[src/rtl/hdd_usrcfg_arb_if.sv]
// User command channel bundle between the two masters and the HDD core port.
// slave = arbiter side, master = camera/debug/core side.
interface hdd_usrcfg_arb_if;
  logic        p_in_cam_wr;
  logic [15:0] p_in_cam_txd;
  logic        p_in_cam_rd;
  logic [15:0] p_out_cam_rxd;
  logic        p_out_cam_busy;
  logic        p_in_dbg_wr;
  logic [15:0] p_in_dbg_txd;
  logic        p_in_dbg_rd;
  logic [15:0] p_out_dbg_rxd;
  logic        p_out_dbg_busy;
  logic        p_out_usr_tx_wr;
  logic [15:0] p_out_usr_txd;
  logic        p_out_usr_rx_rd;
  logic [15:0] p_in_usr_rxd;
  logic [1:0]  p_out_owner;
  logic        p_out_err;

  modport slave (
    input  p_in_cam_wr, p_in_cam_txd, p_in_cam_rd,
    input  p_in_dbg_wr, p_in_dbg_txd, p_in_dbg_rd,
    input  p_in_usr_rxd,
    output p_out_cam_rxd, p_out_cam_busy,
    output p_out_dbg_rxd, p_out_dbg_busy,
    output p_out_usr_tx_wr, p_out_usr_txd,
    output p_out_usr_rx_rd,
    output p_out_owner, p_out_err
  );

  modport master (
    output p_in_cam_wr, p_in_cam_txd, p_in_cam_rd,
    output p_in_dbg_wr, p_in_dbg_txd, p_in_dbg_rd,
    output p_in_usr_rxd,
    input  p_out_cam_rxd, p_out_cam_busy,
    input  p_out_dbg_rxd, p_out_dbg_busy,
    input  p_out_usr_tx_wr, p_out_usr_txd,
    input  p_out_usr_rx_rd,
    input  p_out_owner, p_out_err
  );
endinterface

[src/rtl/hdd_usrcfg_arb.sv]
// Round-robin camera/debug arbiter for the HDD user command channel.
// Define HDD_USRCFG_ARB_TIMEOUT_EN to enable the in-packet idle watchdog.
module hdd_usrcfg_arb #(
  parameter int unsigned G_TIMEOUT = 1024
) (
  input logic             p_in_clk,
  input logic             p_in_rst_n,
  hdd_usrcfg_arb_if.slave bus
);

  typedef enum logic [1:0] {
    IDLE,
    HDR,
    XFER
  } state_e;

  if (G_TIMEOUT < 2 || G_TIMEOUT > 65535) begin : g_bad_to
    $error("G_TIMEOUT out of range");
  end

  state_e      state_q, state_d;
  logic        cam_v_q, cam_v_d;
  logic        dbg_v_q, dbg_v_d;
  logic [15:0] cam_hold_q, cam_hold_d;
  logic [15:0] dbg_hold_q, dbg_hold_d;
  logic        gnt_q, gnt_d;
  logic        dir_q, dir_d;
  logic [7:0]  cnt_q, cnt_d;
  logic        tx_wr_q, tx_wr_d;
  logic [15:0] txd_q, txd_d;
  logic        rx_rd_q, rx_rd_d;

  logic        owned, own_cam, own_dbg;
  logic        own_wr, own_rd, acc, pick_dbg;
  logic [15:0] own_txd;
  logic        cam_sel, dbg_sel;

`ifdef HDD_USRCFG_ARB_TIMEOUT_EN
  localparam logic [15:0] TO_LAST = 16'(G_TIMEOUT - 1);
  logic [15:0] idle_q, idle_d;
  logic        err_q, err_d;
`endif

  assign owned   = (state_q != IDLE);
  assign own_cam = owned && !gnt_q;
  assign own_dbg = owned && gnt_q;
  assign own_wr  = gnt_q ? bus.p_in_dbg_wr : bus.p_in_cam_wr;
  assign own_rd  = gnt_q ? bus.p_in_dbg_rd : bus.p_in_cam_rd;
  assign own_txd = gnt_q ? bus.p_in_dbg_txd : bus.p_in_cam_txd;
  assign acc     = owned && (cnt_q != 8'd0) &&
                   (dir_q ? own_rd : own_wr);

  // gnt_q doubles as the last-owner flag for round-robin
  assign pick_dbg = dbg_v_q && !(cam_v_q && gnt_q);

  always_comb begin
    state_d    = state_q;
    cam_v_d    = cam_v_q;
    dbg_v_d    = dbg_v_q;
    cam_hold_d = cam_hold_q;
    dbg_hold_d = dbg_hold_q;
    gnt_d      = gnt_q;
    dir_d      = dir_q;
    cnt_d      = cnt_q;
    tx_wr_d    = 1'b0;
    txd_d      = txd_q;
    rx_rd_d    = 1'b0;
`ifdef HDD_USRCFG_ARB_TIMEOUT_EN
    idle_d     = 16'd0;
    err_d      = 1'b0;
`endif

    if (bus.p_in_cam_wr && !cam_v_q && !own_cam) begin
      cam_v_d    = 1'b1;
      cam_hold_d = bus.p_in_cam_txd;
    end
    if (bus.p_in_dbg_wr && !dbg_v_q && !own_dbg) begin
      dbg_v_d    = 1'b1;
      dbg_hold_d = bus.p_in_dbg_txd;
    end

    unique case (state_q)
      IDLE: begin
        if (cam_v_q || dbg_v_q) begin
          gnt_d   = pick_dbg;
          tx_wr_d = 1'b1;
          txd_d   = pick_dbg ? dbg_hold_q : cam_hold_q;
          dir_d   = txd_d[15];
          cnt_d   = txd_d[7:0];
          state_d = HDR;
        end
      end
      HDR, XFER: begin
        if (state_q == HDR) begin
          if (gnt_q) dbg_v_d = 1'b0;
          else       cam_v_d = 1'b0;
        end
        if (acc) begin
          cnt_d = cnt_q - 8'd1;
          if (dir_q) begin
            rx_rd_d = 1'b1;
          end else begin
            tx_wr_d = 1'b1;
            txd_d   = own_txd;
          end
        end
        state_d = (cnt_d == 8'd0) ? IDLE : XFER;
`ifdef HDD_USRCFG_ARB_TIMEOUT_EN
        if (state_q == XFER && !acc) begin
          if (idle_q == TO_LAST) begin
            state_d = IDLE;
            err_d   = 1'b1;
          end else begin
            idle_d = idle_q + 16'd1;
          end
        end
`endif
      end
      default: state_d = IDLE;
    endcase
  end

  always_ff @(posedge p_in_clk) begin
    if (!p_in_rst_n) begin
      state_q    <= IDLE;
      cam_v_q    <= 1'b0;
      dbg_v_q    <= 1'b0;
      cam_hold_q <= 16'd0;
      dbg_hold_q <= 16'd0;
      gnt_q      <= 1'b1;
      dir_q      <= 1'b0;
      cnt_q      <= 8'd0;
      tx_wr_q    <= 1'b0;
      txd_q      <= 16'd0;
      rx_rd_q    <= 1'b0;
    end else begin
      state_q    <= state_d;
      cam_v_q    <= cam_v_d;
      dbg_v_q    <= dbg_v_d;
      cam_hold_q <= cam_hold_d;
      dbg_hold_q <= dbg_hold_d;
      gnt_q      <= gnt_d;
      dir_q      <= dir_d;
      cnt_q      <= cnt_d;
      tx_wr_q    <= tx_wr_d;
      txd_q      <= txd_d;
      rx_rd_q    <= rx_rd_d;
    end
  end

`ifdef HDD_USRCFG_ARB_TIMEOUT_EN
  always_ff @(posedge p_in_clk) begin
    if (!p_in_rst_n) begin
      idle_q <= 16'd0;
      err_q  <= 1'b0;
    end else begin
      idle_q <= idle_d;
      err_q  <= err_d;
    end
  end
  assign bus.p_out_err = err_q;
`else
  assign bus.p_out_err = 1'b0;
`endif

  // read data stays routed for the strobe that closes the packet
  assign cam_sel = own_cam || (rx_rd_q && !gnt_q);
  assign dbg_sel = own_dbg || (rx_rd_q && gnt_q);

  assign bus.p_out_cam_rxd   = cam_sel ? bus.p_in_usr_rxd : 16'd0;
  assign bus.p_out_dbg_rxd   = dbg_sel ? bus.p_in_usr_rxd : 16'd0;
  assign bus.p_out_cam_busy  = cam_v_q && !own_cam;
  assign bus.p_out_dbg_busy  = dbg_v_q && !own_dbg;
  assign bus.p_out_usr_tx_wr = tx_wr_q;
  assign bus.p_out_usr_txd   = txd_q;
  assign bus.p_out_usr_rx_rd = rx_rd_q;
  assign bus.p_out_owner     = own_cam ? 2'b01 :
                               own_dbg ? 2'b10 : 2'b00;

endmodule

[src/flat_wrapper.sv]
// flat-port wrapper written by rule: the top's interface ports become plain ports
module hdd_usrcfg_arb_flat 
#(
  parameter int unsigned G_TIMEOUT = 1024
)
  (p_in_clk, p_in_rst_n, bus_p_in_cam_wr, bus_p_in_cam_txd, bus_p_in_cam_rd, bus_p_in_dbg_wr, bus_p_in_dbg_txd, bus_p_in_dbg_rd, bus_p_in_usr_rxd, bus_p_out_cam_rxd, bus_p_out_cam_busy, bus_p_out_dbg_rxd, bus_p_out_dbg_busy, bus_p_out_usr_tx_wr, bus_p_out_usr_txd, bus_p_out_usr_rx_rd, bus_p_out_owner, bus_p_out_err);
  hdd_usrcfg_arb_if bus_i ();
  input logic p_in_clk;
  input logic p_in_rst_n;
  input wire logic [$bits(bus_i.p_in_cam_wr)-1:0] bus_p_in_cam_wr;
  input wire logic [$bits(bus_i.p_in_cam_txd)-1:0] bus_p_in_cam_txd;
  input wire logic [$bits(bus_i.p_in_cam_rd)-1:0] bus_p_in_cam_rd;
  input wire logic [$bits(bus_i.p_in_dbg_wr)-1:0] bus_p_in_dbg_wr;
  input wire logic [$bits(bus_i.p_in_dbg_txd)-1:0] bus_p_in_dbg_txd;
  input wire logic [$bits(bus_i.p_in_dbg_rd)-1:0] bus_p_in_dbg_rd;
  input wire logic [$bits(bus_i.p_in_usr_rxd)-1:0] bus_p_in_usr_rxd;
  output wire logic [$bits(bus_i.p_out_cam_rxd)-1:0] bus_p_out_cam_rxd;
  output wire logic [$bits(bus_i.p_out_cam_busy)-1:0] bus_p_out_cam_busy;
  output wire logic [$bits(bus_i.p_out_dbg_rxd)-1:0] bus_p_out_dbg_rxd;
  output wire logic [$bits(bus_i.p_out_dbg_busy)-1:0] bus_p_out_dbg_busy;
  output wire logic [$bits(bus_i.p_out_usr_tx_wr)-1:0] bus_p_out_usr_tx_wr;
  output wire logic [$bits(bus_i.p_out_usr_txd)-1:0] bus_p_out_usr_txd;
  output wire logic [$bits(bus_i.p_out_usr_rx_rd)-1:0] bus_p_out_usr_rx_rd;
  output wire logic [$bits(bus_i.p_out_owner)-1:0] bus_p_out_owner;
  output wire logic [$bits(bus_i.p_out_err)-1:0] bus_p_out_err;
  assign bus_i.p_in_cam_wr = bus_p_in_cam_wr;
  assign bus_i.p_in_cam_txd = bus_p_in_cam_txd;
  assign bus_i.p_in_cam_rd = bus_p_in_cam_rd;
  assign bus_i.p_in_dbg_wr = bus_p_in_dbg_wr;
  assign bus_i.p_in_dbg_txd = bus_p_in_dbg_txd;
  assign bus_i.p_in_dbg_rd = bus_p_in_dbg_rd;
  assign bus_i.p_in_usr_rxd = bus_p_in_usr_rxd;
  assign bus_p_out_cam_rxd = bus_i.p_out_cam_rxd;
  assign bus_p_out_cam_busy = bus_i.p_out_cam_busy;
  assign bus_p_out_dbg_rxd = bus_i.p_out_dbg_rxd;
  assign bus_p_out_dbg_busy = bus_i.p_out_dbg_busy;
  assign bus_p_out_usr_tx_wr = bus_i.p_out_usr_tx_wr;
  assign bus_p_out_usr_txd = bus_i.p_out_usr_txd;
  assign bus_p_out_usr_rx_rd = bus_i.p_out_usr_rx_rd;
  assign bus_p_out_owner = bus_i.p_out_owner;
  assign bus_p_out_err = bus_i.p_out_err;
  hdd_usrcfg_arb #(.G_TIMEOUT(G_TIMEOUT)) u_core (.p_in_clk(p_in_clk), .p_in_rst_n(p_in_rst_n), .bus(bus_i));
endmodule
[config.mk]
export PLATFORM = sky130hd
export DESIGN_NAME = hdd_usrcfg_arb_flat
export DESIGN_NICKNAME = d
export VERILOG_FILES = /design/src/rtl/hdd_usrcfg_arb_if.sv /design/src/rtl/hdd_usrcfg_arb.sv /design/src/flat_wrapper.sv
export SDC_FILE = /design/constraint.sdc
export NUM_CORES = 1
export LEC_CHECK = 0
export CAP_MARGIN = 25
export CORE_MARGIN = 10
export CORE_UTILIZATION = 48
export DETAILED_ROUTE_END_ITERATION = 10
export PLACE_DENSITY_LB_ADDON = 0.08
export SLEW_MARGIN = 30
export SYNTH_ARGS = -nofsm -noshare
export SYNTH_HDL_FRONTEND = slang
export SYNTH_SLANG_ARGS = --single-unit
[constraint.sdc]
create_clock -name p_in_clk -period 2.4 [get_ports p_in_clk]
set_input_delay 0.6 -clock p_in_clk [delete_from_list [all_inputs] [get_ports p_in_clk]]
set_output_delay 0.6 -clock p_in_clk [all_outputs]
set_load 0.02 [all_outputs]
==> results of run 1 <==
-- power by group --
group          switching, mW  leakage (nW)  internal [mW]  total, mW
Clock                  0.468        0.0925          0.488      0.956
Combinational           2.21          1.32           1.54       3.75
Sequential             0.212         0.524           1.33       1.54
Total                   2.89          1.94           3.36       6.25
-- worst reg2reg max path, cell delays in order, from the launching register on --
cell	delay, ns
dfxtp_2	0.34
inv_1	0.07
ha_2	0.25
buf_4	0.18
or3b_2	0.47
nand2b_1	0.32
nor3_1	0.10
a21oi_1	0.13
a31oi_1	0.10
-- routing by layer --
metal | vias to the layer above | global-route usage, % | routed length, um
met2 | 121 | 34.17 | 5891
met3 | 16 | 4.371 | 611
li1 | 1822 | - | -
met4 | 0 | 7.347 | 255
met1 | 1747 | 22.50 | 4945
met5 | - | 0 | 0
-- area by class of cell --
cell class              count  area [um2]
clock buffers               9       123.9
multi-input cells         343        2176
fillers                   607        2226
well taps                  99       123.9
flip-flops and latches     64        1284
inverters                  12       45.04
clock inverters             7       78.83
repair buffers            130        1274
-- layout by cell type, fill, tap and decap left out, types with 2 or more instances in the layout --
cell type / instances
dfxtp_2: 2
buf_6: 2
nand3_1: 6
a21oi_2: 2
o211ai_1: 2
nand4_1: 18
nand2b_1: 2
clkinvlp_4: 3
and2_1: 34
nor2_1: 26
buf_12: 4
inv_1: 11
a21oi_1: 42
o21ai_0: 17
a31oi_1: 5
buf_2: 10
and3_1: 4
nor3b_2: 2
o21ai_2: 10
mux2i_1: 34
clkbuf_8: 9
clkdlybuf4s15_2: 22
nor3b_1: 3
nor2b_1: 17
dfxtp_1: 62
buf_4: 17
o2bb2ai_1: 2
a211oi_1: 18
clkdlybuf4s50_1: 71
ha_1: 3
nor4_1: 2
dlygate4sd2_1: 4
o22ai_1: 2
nor3_1: 3
nand2_1: 58
inv_6: 2
-- what timing repair did --
action	4_1_cts	5_1_grt
setup endpoints to repair	36	31
pin swaps	0	0
cloned	0	2
resized for setup	105	19
hold buffers	0	0
-- flip-flops by register name, indices dropped and copies added, names as in the netlist, 2 cells and up --
signal / cells
u_core.cnt_q: 8
u_core.bus.p_out_usr_txd: 16
u_core.dbg_hold_q: 16
u_core.state_q: 2
u_core.cam_hold_q: 16
-- how the worst min path moves through the flow --
stage	startpoint	to	slack [ns]	cells after the start
floorplan	u_core.dbg_hold_q[0]$_SDFFE_PN0P_	u_core.dbg_hold_q[0]$_SDFFE_PN0P_	0.44	2
global placement	u_core.dbg_hold_q[8]$_SDFFE_PN0P_	u_core.dbg_hold_q[8]$_SDFFE_PN0P_	0.44	2
detailed placement	u_core.dbg_hold_q[10]$_SDFFE_PN0P_	u_core.dbg_hold_q[10]$_SDFFE_PN0P_	0.45	2
CTS	u_core.dbg_hold_q[5]$_SDFFE_PN0P_	u_core.dbg_hold_q[5]$_SDFFE_PN0P_	0.46	2
global route	u_core.bus.p_out_usr_txd[6]$_SDFFE_PN0P_	u_core.bus.p_out_usr_txd[6]$_SDFFE_PN0P_	0.48	2
finish	u_core.bus.p_out_usr_txd[13]$_SDFFE_PN0P_	u_core.bus.p_out_usr_txd[13]$_SDFFE_PN0P_	0.46	2
-- cell families (layout without fill, tap and decap cells) --
family	after synthesis	after routing
simple gates	188	188
compound gates	114	114
flops	64	64
buf+inv	51	158
mux	35	35
fa+ha+maj	4	4
other cells	1	1
xor+xnor	1	1
-- stage by stage --
stage / cells / area, um2 / util, % / TNS, ns / power (mW)
global route: 664 / 5105 / 69.64 / 0 / 6.659
detailed placement: 646 / 4890 / 66.70 / -0.1224 / 5.285
global placement: 646 / 4890 / 66.70 / -0.0006568 / 5.236
CTS: 662 / 5124 / 69.89 / 0 / 6.201
floorplan: 458 / 3674 / - / 0 / 3.973
finish: 664 / 5105 / 69.64 / 0 / 6.249
==> impl_metrics.ini, run 1 <==
[status]
outcome = finished clean

[job]
maxCapViolCount = 0

[die]
die_area_um2 = 11550
core_area_um2 = 7331
rows = 31
io_pins = 109
die_height_um = 107.5
start_util_pct = 50.11
die_width_um = 107.5

[grt]
grt_overflow = 0
grt_pass1_wl_um = 18240
antenna_found_initial = 0
first_global_vias = 3560
grt_use_total_pct = 19.50
grt_max_degree = 29

[drt]
routed_wl_um = 11700
wl_per_cell_um = 17.62
drt_drc_violations_left = 0
ant_nets = 0
drt-vias-per-instance = 5.581
drtIter0Drc = 200
vias = 3706
dr.pass1.iters = 4

[critical_path]
startpoint = u_core.state_q[1]$_SDFFE_PN0P_
ff2ff_setup_slack_ns = 0.31
critPathCapture = bus_p_out_dbg_rxd[15]
cpLargestDelayFamily = buffers and inverters
cp.arrival_ns = 1.72
cp_cell_sequence = inv_1, ha_2, a21oi_2, buf_4, and2_1, clkdlybuf4s15_2
cp.buffers_inverters = 3
regToRegEndpoint = u_core.cnt_q[3]$_SDFFE_PN0P_
cp_num_cells = 6
crit_path_max_fanout = 8
cp-end-kind = output port
reg2regPathDepth = 8
cp.required_ns = 1.80
cp_slowest_cell = dfxtp_2
crit_type = reg -> out
start_kind = register
crit_path_max_incr_delay_ns = 0.35
worstReg2RegStart = u_core.state_q[1]$_SDFFE_PN0P_

[yosys]
synth_area_leader_cell = dfxtp_1
synth-xor-area-share_pct = 0.2384
synth_edf_count = 0
ys_seq_elements = 64
synthTopCellsByCount = dfxtp_1, nand2_1, a21oi_1
synth_ff_type = dfxtp_1
synthCells = 458
synth_top_family_by_area = simple AND/OR/NAND/NOR gates
netlist_top_cells_area = dfxtp_1, mux2i_1, a21oi_1
muxShareOfSynthArea_pct = 9.673
yosysUniqueCellTypes = 58
yosys.area_share.simple_pct = 26.84
syn_area_um2 = 3674
yosysMostFrequentCell = dfxtp_1
synthesis.nets = 516
yosys_warnings = 0
avgSynthCellArea_um2 = 8.021
synth-seq-area-share_pct = 34.88
synth_fa_ha_area_share_pct = 1.362
synth_compound_area_share_pct = 20.37
netlist.area_leader.share_pct = 34.88
async_flop_share_pct = 0

[placement]
gp_congestion = 0.8155
dp_slack_ns = -0.03491
dp_hpwl_um = 8409
port_buffers = 107

[sta]
rsz0062_at_grt = no
timing.slew.headroom_pct = 62.60
fin_worst_skew_ns = 0.01062
worst_hold_slack_ns = 0.4563
final_hold_viol_count = 0
maxSlewViolCount = 0
period_needed_ns = 2.323
fmax_mhz = 430.4
setup_viol = 0
period_share_pct = 96.81
tightest_slew_ns = 0.5558
layout_setup_ws_ns = 0.07666

[clocking]
clkSlewWorstSetupHoldPaths_ns = 0.08
tritoncts = yes
cts_buffers = 9
cts.path.max_buffers = 2
clock-root-buffer = clkbuf_8
post_cts_buffers = 0
clkLatencyLatePin_ns = 0.35
htreeDepth = 3
clock-sinks = 64

[power_and_ir_drop]
cellLeakagePower_nw = 1.939
peakVddDrop_mv = 0.7407
pwr_density_cell_nw_per_um2 = 1224

[finish]
areaGrowthSynthToFinish_pct = 38.96
nNetsFinal = 618
n_antenna_cell = 0
layout-drive-gt1-share_pct = 17.70

[min_path]
hold_path.class = reg -> reg
No activity file was read; power rests on OpenSTA's default activity.
==> run 2: changes to the inputs <==
--- a/config.mk
+++ b/config.mk
@@ -8,6 +8,7 @@
 export CAP_MARGIN = 25
 export CORE_MARGIN = 10
 export CORE_UTILIZATION = 48
+export CTS_CLUSTER_DIAMETER = 120
 export DETAILED_ROUTE_END_ITERATION = 10
 export PLACE_DENSITY_LB_ADDON = 0.08
 export SLEW_MARGIN = 30
==> results of run 2 <==
Same layout as run 1: the final DEF is identical, and so are final timing and power.
==> run 3: changes to the inputs <==
--- a/config.mk
+++ b/config.mk
@@ -7,7 +7,8 @@
 export LEC_CHECK = 0
 export CAP_MARGIN = 25
 export CORE_MARGIN = 10
-export CORE_UTILIZATION = 48
+export CORE_UTILIZATION = 49
+export CTS_BUF_LIST = sky130_fd_sc_hd__clkbuf_8
 export CTS_CLUSTER_DIAMETER = 120
 export DETAILED_ROUTE_END_ITERATION = 10
 export PLACE_DENSITY_LB_ADDON = 0.08
==> run 3 against run 2 <==
Largest power group unchanged. Clock-buffer cell count unchanged. Critical endpoint is now bus_p_out_dbg_rxd[14]. Worst setup slack lost 0.019 ns. Clock power fell by 3.6%. Cell count did not move. Sequential share of layout area is 0.47 points higher. Largest cell class unchanged. Design area shrank 2.0%.
==> impl_metrics.ini, run 3 (same netlist as run 1, synthesis figures left out) <==
[status]
outcome = finished clean

[placement]
port_buffers = 107
dp_cells = 647
dp_hpwl_um = 8569
gp_congestion = 0.8956

[die]
start_util_pct = 50.65
die_height_um = 106.6
io_pins = 109
rows = 31
die_area_um2 = 11360
core_area_um2 = 7253
die_width_um = 106.6

[sta]
tightest_slew_ns = 0.5233
setup_tns_ns = 0
final_hold_viol_count = 0
rsz0062_at_grt = yes
maxSlewViolCount = 0
fmax_mhz = 426.9
period_needed_ns = 2.342
setup_viol = 0
fin_worst_skew_ns = 0.007479
timing.slew.headroom_pct = 64.79
period_share_pct = 97.60

[clocking]
clock-sinks = 64
htreeDepth = 3
tritoncts = yes
clkSlewWorstSetupHoldPaths_ns = 0.07
clkLatencyLatePin_ns = 0.35
hold_buffers = 0
cts.path.max_buffers = 2
clock-root-buffer = clkbuf_8
cts_buffers = 9

[finish]
areaGrowthSynthToFinish_pct = 36.14
mostFrequentLayoutCell = clkdlybuf4s50_1
nNetsFinal = 618
n_antenna_cell = 0
fillers = 635
multi_input_area_um2 = 2170
ff_latch_area_um2 = 1281
layout-drive-gt1-share_pct = 16.99
layout.cells.non_filler = 664
layout_common_cells = clkdlybuf4s50_1, dfxtp_1, nand2_1, a21oi_1

[grt]
grt_overflow = 0
grt_util_met2_pct = 32.13
grt_max_degree = 35
grt_use_total_pct = 20.01
first_global_vias = 3594
met1_usage_pct = 24.74
antenna_found_initial = 0
busiest_layer = met2
grt_pass1_wl_um = 18520
grt.met3_usage_pct = 5.449

[drt]
ant_nets = 0
drtIter0Drc = 211
drt-vias-per-instance = 5.627
wl_per_cell_um = 17.66
drt_drc_violations_left = 0
vias = 3736
routed_wl_um = 11730
dr.pass1.iters = 5

[critical_path]
ff2ff_setup_slack_ns = 0.32
reg2regPathDepth = 8
cp_cell_sequence = inv_1, ha_2, a21oi_1, buf_4, and2_1, clkdlybuf4s15_2
cp.arrival_ns = 1.74
crit_path_max_incr_delay_ns = 0.37
worstReg2RegStart = u_core.cnt_q[0]$_SDFFE_PN0P_
cp-end-kind = output port
crit_path_max_fanout = 16
regToRegEndpoint = u_core.bus.p_out_usr_txd[9]$_SDFFE_PN0P_
cp.required_ns = 1.80
start_kind = register
crit_type = reg -> out
cp_slowest_cell = dfxtp_1

[min_path]
min_to = u_core.dbg_hold_q[0]$_SDFFE_PN0P_
hold_path.class = reg -> reg
hold_depth = 2
hp-start = u_core.dbg_hold_q[0]$_SDFFE_PN0P_

[power_and_ir_drop]
p_total_mw = 6.089
peakVddDrop_mv = 0.8435
cellLeakagePower_nw = 1.950
pwr_density_cell_nw_per_um2 = 1218

[job]
maxCapViolCount = 0
run 3: cell types whose count changed in the layout (fill, tap and decap cells not counted), sizes merged:
| cell | delta |
|---|---|
| buf | +11 |
| clkinvlp | -1 |
| clkinv | +3 |
| clkdlybuf4s15 | -11 |
| inv | -2 |
run 3: per-layer routing:
metal / part of all wire (%) / vias to the layer above
li1: - / 1828
met1: 44 / 1750
met2: 47 / 142
met3: 7.1 / 16
met4: 1.7 / 0
met5: 0 / -
run 3: report_power, final:
| group | switching [mW] | internal (mW) | total (mW) |
|---|---|---|---|
| Combinational | 2.21 | 1.44 | 3.65 |
| Clock | 0.444 | 0.479 | 0.922 |
| Sequential | 0.191 | 1.33 | 1.52 |
run 3: final cells by class:
cell class,instances,share of cell area [%]
flip-flops and latches,64,25.62
multi-input cells,343,43.38
clock buffers,9,2.477
repair buffers,130,23.69
clock inverters,7,1.451
well taps,99,2.477
inverters,12,0.9007
run 3: worst max-delay path: cells and delay by family (launching register included):
kind / cells / cell delay [ns]
AOI/OAI and AO/OA: 1 / 0.15
DFF: 1 / 0.37
and+or+nand+nor: 1 / 0.14
buffers and inverters: 3 / 0.52
adders and majority gates: 1 / 0.21
run 3: what timing repair did:
item,4_1_cts,5_1_grt
endpoints found under the hold margin,0,0
gates resized for setup,109,18
pin swaps,0,1
endpoints found under the setup margin,36,26
gates cloned,0,1
buffers inserted,0,0
run 3: metrics by stage:
step	setup slack, ns	util, %	area [um2]	hold WS, ns
after global routing	-0.006775	68.95	5001	0.4767
after CTS	0.0005734	69.85	5066	0.4577
after global placement	-0.007145	67.35	4885	0.4412
after detailed placement	-0.04574	67.35	4885	0.4479
after floorplan	0.2886	-	3674	0.4360
final	0.05757	68.95	5001	0.4561
run 3: worst max-delay path by stage:
stage | endpoint | from | depth (start not counted) | slack, ns
finish | bus_p_out_dbg_rxd[14] | u_core.state_q[1]$_SDFFE_PN0P_ | 6 | 0.06
CTS | bus_p_out_dbg_rxd[5] | u_core.state_q[1]$_SDFFE_PN0P_ | 6 | 0.0006
global placement | bus_p_out_dbg_rxd[6] | bus_p_in_usr_rxd[6] | 3 | -0.007
floorplan | bus_p_out_cam_rxd[10] | u_core.state_q[0]$_SDFFE_PN0P_ | 6 | 0.29
global route | bus_p_out_cam_rxd[8] | u_core.state_q[1]$_SDFFE_PN0P_ | 6 | -0.007
detailed placement | bus_p_out_dbg_rxd[1] | bus_p_in_usr_rxd[1] | 3 | -0.05
